`config.mk`:
```
export PLATFORM = sky130hd
export DESIGN_NAME = fifo_stream_reader
export DESIGN_NICKNAME = d
export VERILOG_FILES = /design/src/rtl/fifo_stream_reader.sv
export SDC_FILE = /design/constraint.sdc
export NUM_CORES = 1
export LEC_CHECK = 0
export BUFFER_PORTS_ARGS = -buffer_cell sky130_fd_sc_hd__buf_2
export CORE_MARGIN = 5
export CORE_UTILIZATION = 30
export DETAILED_ROUTE_END_ITERATION = 8
export HOLD_SLACK_MARGIN = 0.08
export SYNTH_ARGS = -nofsm -noshare
export SYNTH_HDL_FRONTEND = slang
export SYNTH_SLANG_ARGS = --single-unit
```
`constraint.sdc`:
```
create_clock -name clk -period 3.3 [get_ports clk]
set_clock_uncertainty 0.05 [all_clocks]
set_input_delay 0.33 -clock clk [delete_from_list [all_inputs] [get_ports clk]]
set_output_delay 0.33 -clock clk [all_outputs]
set_load 0.01 [all_outputs]
```
`src/rtl/fifo_stream_reader.sv`:
```
// Drain-side adapter: pops a block-RAM FIFO with one-cycle read latency
// and re-times the words into a valid/ready stream with frame markers.
module fifo_stream_reader #(
  parameter int DATA_WIDTH = 32,
  parameter int FRAME_LEN  = 16
) (
  input  logic                  clk,
  input  logic                  rst_n,
  output logic                  fifo_rd_en,
  input  logic [DATA_WIDTH-1:0] fifo_rd_data,
  input  logic                  fifo_empty,
  output logic [DATA_WIDTH-1:0] o_data,
  output logic                  o_valid,
  output logic                  o_last,
  input  logic                  i_ready
);

  localparam int CW = (FRAME_LEN > 1) ? $clog2(FRAME_LEN) : 1;
  localparam logic [CW-1:0] LAST_BEAT = CW'(FRAME_LEN - 1);

  logic [DATA_WIDTH-1:0] mem_q [3];
  logic [1:0]            wr_ptr;
  logic [1:0]            rd_ptr;
  logic [1:0]            occ;
  logic                  inflight;
  logic [CW-1:0]         beat_cnt;
  logic [2:0]            pend;
  logic                  pop;

  function automatic logic [1:0] next_ptr(input logic [1:0] p);
    return (p == 2'd2) ? 2'd0 : p + 2'd1;
  endfunction

  // Words already buffered plus the one still coming back from the RAM.
  assign pend       = {1'b0, occ} + {2'b00, inflight};
  assign fifo_rd_en = rst_n & ~fifo_empty & (pend < 3'd3);

  assign o_valid = (occ != 2'd0);
  assign pop     = o_valid & i_ready;
  assign o_data  = mem_q[rd_ptr];
  assign o_last  = o_valid & (beat_cnt == LAST_BEAT);

  always_ff @(posedge clk or negedge rst_n) begin
    if (!rst_n) begin
      wr_ptr   <= 2'd0;
      rd_ptr   <= 2'd0;
      occ      <= 2'd0;
      inflight <= 1'b0;
      beat_cnt <= '0;
    end else begin
      inflight <= fifo_rd_en;
      if (inflight)
        wr_ptr <= next_ptr(wr_ptr);
      if (pop)
        rd_ptr <= next_ptr(rd_ptr);
      unique case ({inflight, pop})
        2'b10:   occ <= occ + 2'd1;
        2'b01:   occ <= occ - 2'd1;
        default: occ <= occ;
      endcase
      if (pop)
        beat_cnt <= (beat_cnt == LAST_BEAT) ? '0 : beat_cnt + CW'(1);
    end
  end

  always_ff @(posedge clk or negedge rst_n) begin
    if (!rst_n) begin
      for (int i = 0; i < 3; i++)
        mem_q[i] <= '0;
    end else if (inflight) begin
      mem_q[wr_ptr] <= fifo_rd_data;
    end
  end

endmodule

```
==> metrics.cfg, run 1 <==
[routing]
ant_nets=0
vias_per_cell=4.52
drc_errors=0
num_vias=2934
drt_iter0_markers=123
drtPass1Iterations=4
totalWireLength_um=10400
avgRoutedWirePerCell_um=16.1

[power_and_ir_drop]
switching_share_pct=34.7
seqPwrFrac_pct=39.7
leakagePower_uw=0.00262
p_comb_share_pct=41.6
pwr-share-clk_pct=18.7
power.density_mw_per_mm2=1040
vdd_drop_max_v=0.000390
switchingPower_uw=2060
finalPower_uw=5940
internal_power_uw=3880

[cells_and_area]
multi_input_area_mm2=0.00205
final_cells=649
area_delta_synth_final_pct=18.2
drive_gt1_share_pct=45.3
num_antenna_cells=0
regArea_mm2=0.00268
fin_nets=468
n_fill_cell=1595

[clock_tree]
h-tree-depth=3
path_clk_slew_ps=70
cts_tree=built
cts_buffers=9
numClockSinks=107
clockBufferDepth=2
cts_resized=0
clock-root-buffer=clkbuf_16
insertion_delay_ps=340

[die]
core_mm2=0.0159
die_h_um=137
num_rows=46
io_pins=71
initial_core_util_pct=30.5
die-area_mm2=0.0188
die_w_um=137

[synthesis]
ys_types=26
syn_area_mm2=0.00485
netlist.area_leader.share_pct=55.2
synth_area_per_cell_um2=13.4
synth_fp_nets=401
yosysMostFrequentCell=dfrtp_1
yosysWarnings=0
async_reset_ff_share_pct=100
synthFlopType=dfrtp_1
yosys_register_bits=107
synth-edff-count=0
synthTopCellsByCount=dfrtp_1 (107), mux2_2 (66), nand2_1 (42), o21ai_0 (36), mux2i_1 (32)
yosysTopAreaCell=dfrtp_1
syn_inst=361
yosysSeqAreaShare_pct=55.2
yosys-top-cells-area=dfrtp_1 (55%), mux2_2 (15%), mux2_4 (9.3%), mux2i_1 (6.6%), o21ai_0 (3.7%)

[timing]
setup_tns_ps=0
period_needed_ps=2530
slew_headroom_pct=21.7
whs_ps=113
finalCritPeriodShare_pct=76.7
tightest_slew_ps=1170
slew_viol_final=0
setup_violations=0
fmax_mhz=395
rsz0062_at_grt=no
setup_ws_ps=768
hold_violations=0

[global_route]
grt-ovfl-total=0
grt_start_max_net_pins=66
antenna_found_initial=0
grt_pass1_wl_um=17000
grt_usage_pct=11.8
grt_pass1_vias=3146

[worst_hold_path]
hp-class=in -> reg
min-delay-start=fifo_empty
hold_path_depth=2

[setup_path]
r2r-start=inflight
crit_path_start=rst_n
cp_cell_sequence=dlygate4sd3_1, buf_4, inv_1, a2111oi_0, buf_2
reg2reg_depth=3
path_delay_family=buffers and inverters
slowest_delay_ps=550
crit_required_ps=2920
critical_path.slowest_cell=dlygate4sd3_1
crit_cells=5
path_class=in -> out
cp-end-kind=output pin
crit_fanout=44
crit_path_start_kind=primary input
worstPathArrival_ps=2150
path_buf_inv=4

[place]
port_buffers=70
dpl.hpwl_um=6660
post-place-ws_ps=1170
place_congestion=0.709
place_inst=632

[run_status]
run_status=complete, no violations

[job]
maxCapViolCount=0

## registers in the layout (all words and copies together), names as in the netlist
signal and cells:
beat_cnt 4, mem_q 96, occ 2, inflight 1, wr_ptr 2, rd_ptr 2
## placed cells by master (no fill, tap or decap), types with 2 or more instances in the layout
cell type  Yosys  routed
nand2_1       42      42
dfrtp_1      107     106
mux2_4        30      30
inv_1          2       2
a21o_1         2       2
inv_2          2       2
inv_6          0       4
xnor2_1        3       3
mux2_2        66      66
buf_4          0       7
o21ai_0       36      36
ha_1           4       4
clkbuf_16      0       9
mux2i_1       32      32
buf_2         10      69
## final timing paths
check / end / slack, ps
max: fifo_rd_en / 770
max reg2reg: mem_q[16] / 1210
max in group asynchronous: mem_q[37] / 1430
min reg2reg: beat_cnt[3] / 440
min in group asynchronous: occ[1] / 500
min: inflight / 110
## per-layer routing
layer / global-route usage (%) / wire [um] / part of all wire [%] / vias to the layer above
met5: 0 / 0 / 0 / -
met4: 2.66 / 107 / 1.0 / 0
met3: 2.79 / 357 / 3.4 / 9
met2: 19.5 / 5140 / 49 / 55
met1: 15.6 / 4840 / 46 / 1474
li1: - / - / - / 1396
## layout make-up
type / instances / share of cell area [%]
clock buffer: 9 / 3.93
timing repair buffer: 77 / 7.11
sequential: 107 / 46.7
clock inverter: 7 / 1.42
inverter: 4 / 0.262
tap: 216 / 4.71
multi-input combinational: 229 / 35.8
## metrics by stage
stage                     utilization (%)  cell area (um^2)
after floorplan                         -              4850
after global placement               34.1              5420
after detailed placement             34.1              5420
after CTS                            36.1              5730
after global routing                 36.1              5730
final                                36.1              5730
## kinds of logic after synthesis
family,Yosys count,share of synthesized area [%]
simple gates,51,4.36
fa+ha+maj,4,1.03
buf+inv,25,2.81
flops,107,55.2
compound gates,42,4.62
mux,128,31.2
xor+xnor,4,0.723
## power by group through the flow
stage	Sequential (uW)	Combinational (uW)	Clock, uW
after floorplan	2270	1770	0
after global placement	2340	2470	0
after detailed placement	2370	2540	0
final	2360	2470	1110
after global routing	2440	2750	1220
after CTS	2360	2540	1160
## timing repair
action,in CTS,in global routing
buffers inserted,0,0
setup endpoints to repair,0,0
endpoints found under the hold margin,42,0
hold buffers,1,0
Note: power is estimated with default switching activity, not from simulation.
==> run 2, diff against run 1 <==
- clock period: 3.3 -> 2.4 ns (I/O delays scaled with it)
==> run 2 against run 1 <==
Flip-flop and latch count unchanged. Critical path depth shrank 1. Register-to-register slack worse by 650 ps. Sequential power grew 39%. Via count rose by 3.3%. Largest cell class unchanged.
==> metrics.cfg, run 2 (synthesis results as in run 1) <==
[routing]
vias_per_cell=4.60  ; was 4.52
drt_iter0_markers=73  ; was 123
drc_errors=0  ; unchanged
totalWireLength_um=10300  ; was 10,400 um
num_vias=3030  ; was 2,934
avgRoutedWirePerCell_um=15.7  ; was 16.1 um
drtPass1Iterations=4  ; unchanged
ant_nets=0  ; unchanged

[cells_and_area]
final_common_cell=dfrtp_1  ; unchanged
area_delta_synth_final_pct=19.0  ; was 18.2%
mostFrequentLayoutCells=dfrtp_1 (106), buf_2 (69), mux2_2 (66), nand2_1 (42), o21ai_0 (36)  ; unchanged
final_cells=658  ; was 649
drive_gt1_share_pct=45.7  ; was 45.3%
largest_registers=mem_q x96, beat_cnt x4  ; unchanged
largest_reg_flops=96  ; unchanged
fin_nets=477  ; was 468
top_register=mem_q  ; unchanged
num_antenna_cells=0  ; unchanged

[setup_path]
worstPathArrival_ps=1890  ; was 2150 ps
r2r-start=inflight  ; unchanged
cp_cell_sequence=buf_4, mux2i_1, o21ai_0, buf_2  ; was dlygate4sd3_1, buf_4, inv_1, a2111oi_0, buf_2
cp-end-kind=output pin  ; unchanged
critical_path.slowest_cell=dfrtp_2  ; was dlygate4sd3_1
reg2reg_depth=4  ; was 3
crit_path_start_kind=register  ; was primary input
worstReg2RegEnd=mem_q[7]  ; was mem_q[16]
path_class=reg -> out  ; was in -> out
crit_required_ps=2110  ; was 2920 ps
slowest_delay_ps=650  ; was 550 ps
r2r_slack_ps=560  ; was 1210 ps
crit_fanout=13  ; was 44

[timing]
whs_ps=104  ; was 113 ps
slew_viol_final=0  ; unchanged
finalCritPeriodShare_pct=90.7
period_needed_ps=2180
hold_violations=0  ; unchanged
tightest_slew_ps=663  ; was 1170 ps
fmax_mhz=460
setup_ws_ps=224  ; was 768 ps
slew_headroom_pct=55.8  ; was 21.7%
setup_violations=0  ; unchanged
rsz0062_at_grt=no  ; unchanged
setup_tns_ps=0  ; unchanged

[place]
port_buffers=70  ; unchanged
place_congestion=0.704  ; was 0.709
dpl.hpwl_um=6840  ; was 6660 um
place_inst=638  ; was 632
post-place-ws_ps=448  ; was 1170 ps

[power_and_ir_drop]
vdd_drop_max_v=0.000669  ; was 0.000390 V
power.density_mw_per_mm2=1400  ; was 1040 mW/mm^2
leakagePower_uw=0.00265  ; was 0.00262 uW
finalPower_uw=8050  ; was 5940 uW

[worst_hold_path]
hold_path_depth=2  ; unchanged
hp-class=in -> reg  ; unchanged
min-delay-start=fifo_rd_data[27]  ; was fifo_empty
holdPathEnd=mem_q[27]  ; was inflight

[die]
io_pins=71  ; unchanged
die_h_um=137  ; unchanged
die_w_um=137  ; unchanged
core_mm2=0.0159  ; unchanged
initial_core_util_pct=30.5  ; unchanged
num_rows=46  ; unchanged
die-area_mm2=0.0188  ; unchanged

[clock_tree]
h-tree-depth=3  ; unchanged
numClockSinks=107  ; unchanged
clockBufferDepth=2  ; unchanged
path_clk_slew_ps=70  ; about the same
clock-root-buffer=clkbuf_16  ; unchanged
cts_buffers=9  ; unchanged
cts_tree=built  ; unchanged
insertion_delay_ps=340  ; about the same

[global_route]
grt_usage_pct=11.6  ; was 11.8%
antenna_found_initial=0  ; unchanged
grt-ovfl-total=0  ; unchanged
grt_pass1_vias=3317  ; was 3,146
grt_start_max_net_pins=50  ; was 66
grt_pass1_wl_um=16800  ; was 17,000 um

[run_status]
run_status=complete, no violations  ; unchanged

[job]
maxCapViolCount=0  ; unchanged

==> run 2: cell count changes in the layout (fill, tap and decap cells not counted), sizes merged <==
cell | before | now
dlygate4sd3 | 1 | 2
clkinv | 1 | 3
clkbuf | 9 | 13
inv | 8 | 4
buf | 76 | 84
bufinv | 1 | 0
clkinvlp | 1 | 0
==> run 2: layout make-up <==
cell class              instances  area [um^2]
clock buffers                  13          250
multi-input cells             229         2060
well taps                     216          270
flip-flops and latches        107         2680
fillers                      1615        10100
inverters                       4         15.0
repair buffers                 86          478
clock inverters                 3         15.0
==> run 2: what timing repair did <==
item | in CTS | in global routing
setup endpoints to repair | 0 | 12
setup buffers | 0 | 2
resized for setup | 0 | 2
hold buffers | 2 | 0
hold endpoints to repair | 10 | 0
==> run 2: report_power, final <==
group	internal [uW]	switching, uW
combinational	1840	1580
clock	729	623
sequential	2730	560
==> run 2: critical path, delay by kind of cell, from the launching register on <==
kind	cells	cell delay [ps]
flip-flops	1	650
buffers and inverters	2	520
AO/OA/AOI/OAI	1	260
multiplexers	1	100
==> run 2: worst max path at each step <==
| stage | start | endpoint |
|---|---|---|
| finish | rd_ptr[1] | o_data[0] |
| global route | rd_ptr[1] | o_data[18] |
| CTS | rd_ptr[1] | o_data[28] |
| detailed placement | rd_ptr[1] | o_data[28] |
| global placement | occ[0] | fifo_rd_en |
| floorplan | occ[0] | fifo_rd_en |
==> run 2: metrics by stage <==
step / area, um^2 / util, %
global placement: 5460 / 34.4
detailed placement: 5460 / 34.4
finish: 5770 / 36.3
CTS: 5750 / 36.2
global route: 5770 / 36.3
floorplan: 4850 / -
==> run 2: layer usage <==
metal,GRT usage [%],vias to the layer above,part of all wire [%],wire length (um)
met5,0,-,0,0
met1,14.0,1541,44,4550
met2,20.2,60,50,5200
li1,-,1420,-,-
met3,3.09,9,4.2,438
met4,3.66,0,1.3,134
==> run 3, diff against run 2 <==
- RECOVER_POWER: default -> 50
- SKIP_CTS_REPAIR_TIMING: default -> 1
==> run 3 against run 2 <==
Final cell count is the same. Critical path depth is the same. First-iteration DRC count grew 22%. Core utilization shrank 0.094 points. Clock power is essentially flat. Combinational power is essentially flat. Die area is the same. Flip-flop and latch count is the same. Sequential power is essentially flat. Register-to-register slack lost 270 ps. Largest power group unchanged.
==> metrics.cfg, run 3 (synthesis results as in run 1) <==
[timing]
period_needed_ps=2180  ; about the same
setup_tns_ps=0  ; unchanged
slew_viol_final=0  ; unchanged
setup_violations=0  ; unchanged
hold_violations=0  ; unchanged
rsz0062_at_grt=no  ; unchanged
finalCritPeriodShare_pct=90.7  ; about the same
fmax_mhz=459  ; was 460 MHz
tightest_slew_ps=1230  ; was 663 ps
slew_headroom_pct=17.7  ; was 55.8%

[global_route]
grt_pass1_wl_um=16800  ; about the same
grt_pass1_vias=3305  ; was 3,317
antenna_found_initial=0  ; unchanged
grt-ovfl-total=0  ; unchanged
grt_usage_pct=11.6  ; about the same
grt_start_max_net_pins=50  ; unchanged

[setup_path]
cp_cell_sequence=buf_4, mux2i_1, o21ai_0, buf_2  ; unchanged
crit_path_start=rd_ptr[1]  ; unchanged
path_delay_family=flip-flops  ; unchanged
worstPathArrival_ps=1890  ; about the same
reg2reg_depth=4  ; unchanged
path_buf_inv=2  ; unchanged
endpoint=o_data[0]  ; unchanged
crit_cells=4  ; unchanged
r2r_slack_ps=290  ; was 560 ps
cp-end-kind=output pin  ; unchanged
crit_path_start_kind=register  ; unchanged
r2r-start=wr_ptr[1]  ; was inflight
crit_fanout=13  ; unchanged
critical_path.slowest_cell=dfrtp_2  ; unchanged
path_class=reg -> out  ; unchanged
worstReg2RegEnd=mem_q[56]  ; was mem_q[7]
slowest_delay_ps=650  ; about the same
crit_required_ps=2110  ; about the same

[cells_and_area]
n_fill_cell=1621  ; was 1,615
final_common_cell=dfrtp_1  ; unchanged
final_cells=658  ; unchanged
regArea_mm2=0.00268  ; unchanged
area_delta_synth_final_pct=18.7  ; was 19.0%
largest_registers=mem_q x96, beat_cnt x4  ; unchanged
multi_input_area_mm2=0.00206  ; about the same
top_register=mem_q  ; unchanged
largest_reg_flops=96  ; unchanged
fin_nets=477  ; unchanged
mostFrequentLayoutCells=dfrtp_1 (106), buf_2 (68), mux2_2 (66), nand2_1 (42), o21ai_0 (36)  ; was dfrtp_1 (106), buf_2 (69), mux2_2 (66), nand2_1 (42), o21ai_0 (36)
num_antenna_cells=0  ; unchanged
final_area_mm2=0.00575  ; was 0.00577 mm^2
drive_gt1_share_pct=44.6  ; was 45.7%

[die]
initial_core_util_pct=30.5  ; unchanged
num_rows=46  ; unchanged
die-area_mm2=0.0188  ; unchanged
core_mm2=0.0159  ; unchanged
die_w_um=137  ; unchanged
die_h_um=137  ; unchanged
io_pins=71  ; unchanged

[routing]
vias_per_cell=4.60  ; about the same
drc_errors=0  ; unchanged
ant_nets=0  ; unchanged
totalWireLength_um=10300  ; about the same
num_vias=3026  ; was 3,030
drt_iter0_markers=89  ; was 73
avgRoutedWirePerCell_um=15.7  ; about the same
drtPass1Iterations=4  ; unchanged

[power_and_ir_drop]
finalPower_uw=8040  ; was 8050 uW
power.density_mw_per_mm2=1400  ; about the same
p_comb_share_pct=42.3  ; was 42.4%
pwr-share-clk_pct=16.8  ; about the same
seqPwrFrac_pct=40.8  ; about the same
internal_power_uw=5280  ; was 5290 uW
leakagePower_uw=0.00264  ; was 0.00265 uW
switchingPower_uw=2760  ; about the same
vdd_drop_max_v=0.000669  ; about the same
switching_share_pct=34.3  ; about the same

[run_status]
run_status=complete, no violations  ; unchanged

[place]
port_buffers=70  ; unchanged
dpl.hpwl_um=6840  ; unchanged
placed_area_mm2=0.00546  ; unchanged
place_congestion=0.704  ; unchanged
place_inst=638  ; unchanged

[clock_tree]
clockBufferDepth=2  ; unchanged
h-tree-depth=3  ; unchanged
insertion_delay_ps=340  ; about the same
clock-root-buffer=clkbuf_16  ; unchanged
cts_tree=built  ; unchanged
cts_buffers=9  ; unchanged
numClockSinks=107  ; unchanged
path_clk_slew_ps=70  ; about the same

[job]
maxCapViolCount=0  ; unchanged

[worst_hold_path]
hp-class=in -> reg  ; unchanged

## run 3: layer usage
metal | vias up | share of wire [%] | track usage (%)
met4 | 0 | 1.3 | 3.66
met3 | 9 | 4.3 | 3.09
met2 | 62 | 50 | 20.1
li1 | 1418 | - | -
met1 | 1537 | 44 | 13.9
met5 | - | 0 | 0
## run 3: worst min path at each step
| stage | end | start | cells after the start | slack [ps] |
|---|---|---|---|---|
| after floorplan | beat_cnt[0] | rst_n | 0 | -110 |
| after global placement | mem_q[35] | rst_n | 1 | 30 |
| after detailed placement | mem_q[3] | rst_n | 1 | 40 |
| after CTS | mem_q[33] | rst_n | 1 | -340 |
| after global routing | mem_q[17] | fifo_rd_data[17] | 2 | 80 |
| final | mem_q[27] | fifo_rd_data[27] | 2 | 100 |
## run 3: layout make-up
type | instances | area share, %
timing repair buffer | 86 | 8.13
inverter | 4 | 0.261
clock inverter | 3 | 0.261
sequential | 107 | 46.6
multi-input combinational | 229 | 35.7
clock buffer | 13 | 4.35
tap | 216 | 4.70
## run 3: metrics by stage
| step | utilization, % | hold slack [ps] | setup slack (ps) |
|---|---|---|---|
| CTS | 36.1 | -345 | 44.3 |
| floorplan | - | -106 | 440 |
| finish | 36.2 | 104 | 223 |
| detailed placement | 34.4 | 36.2 | 448 |
| global placement | 34.4 | 33.5 | 461 |
| global route | 36.2 | 84.0 | 109 |
## run 3: power by group through the flow
stage	Combinational [uW]	Clock (uW)	Sequential, uW
2_1_floorplan	2430	0	3120
3_3_place_gp	3350	0	3260
3_5_place_dp	3440	0	3320
4_1_cts	3440	1420	3300
5_1_grt	3760	1480	3400
6_report	3400	1350	3280
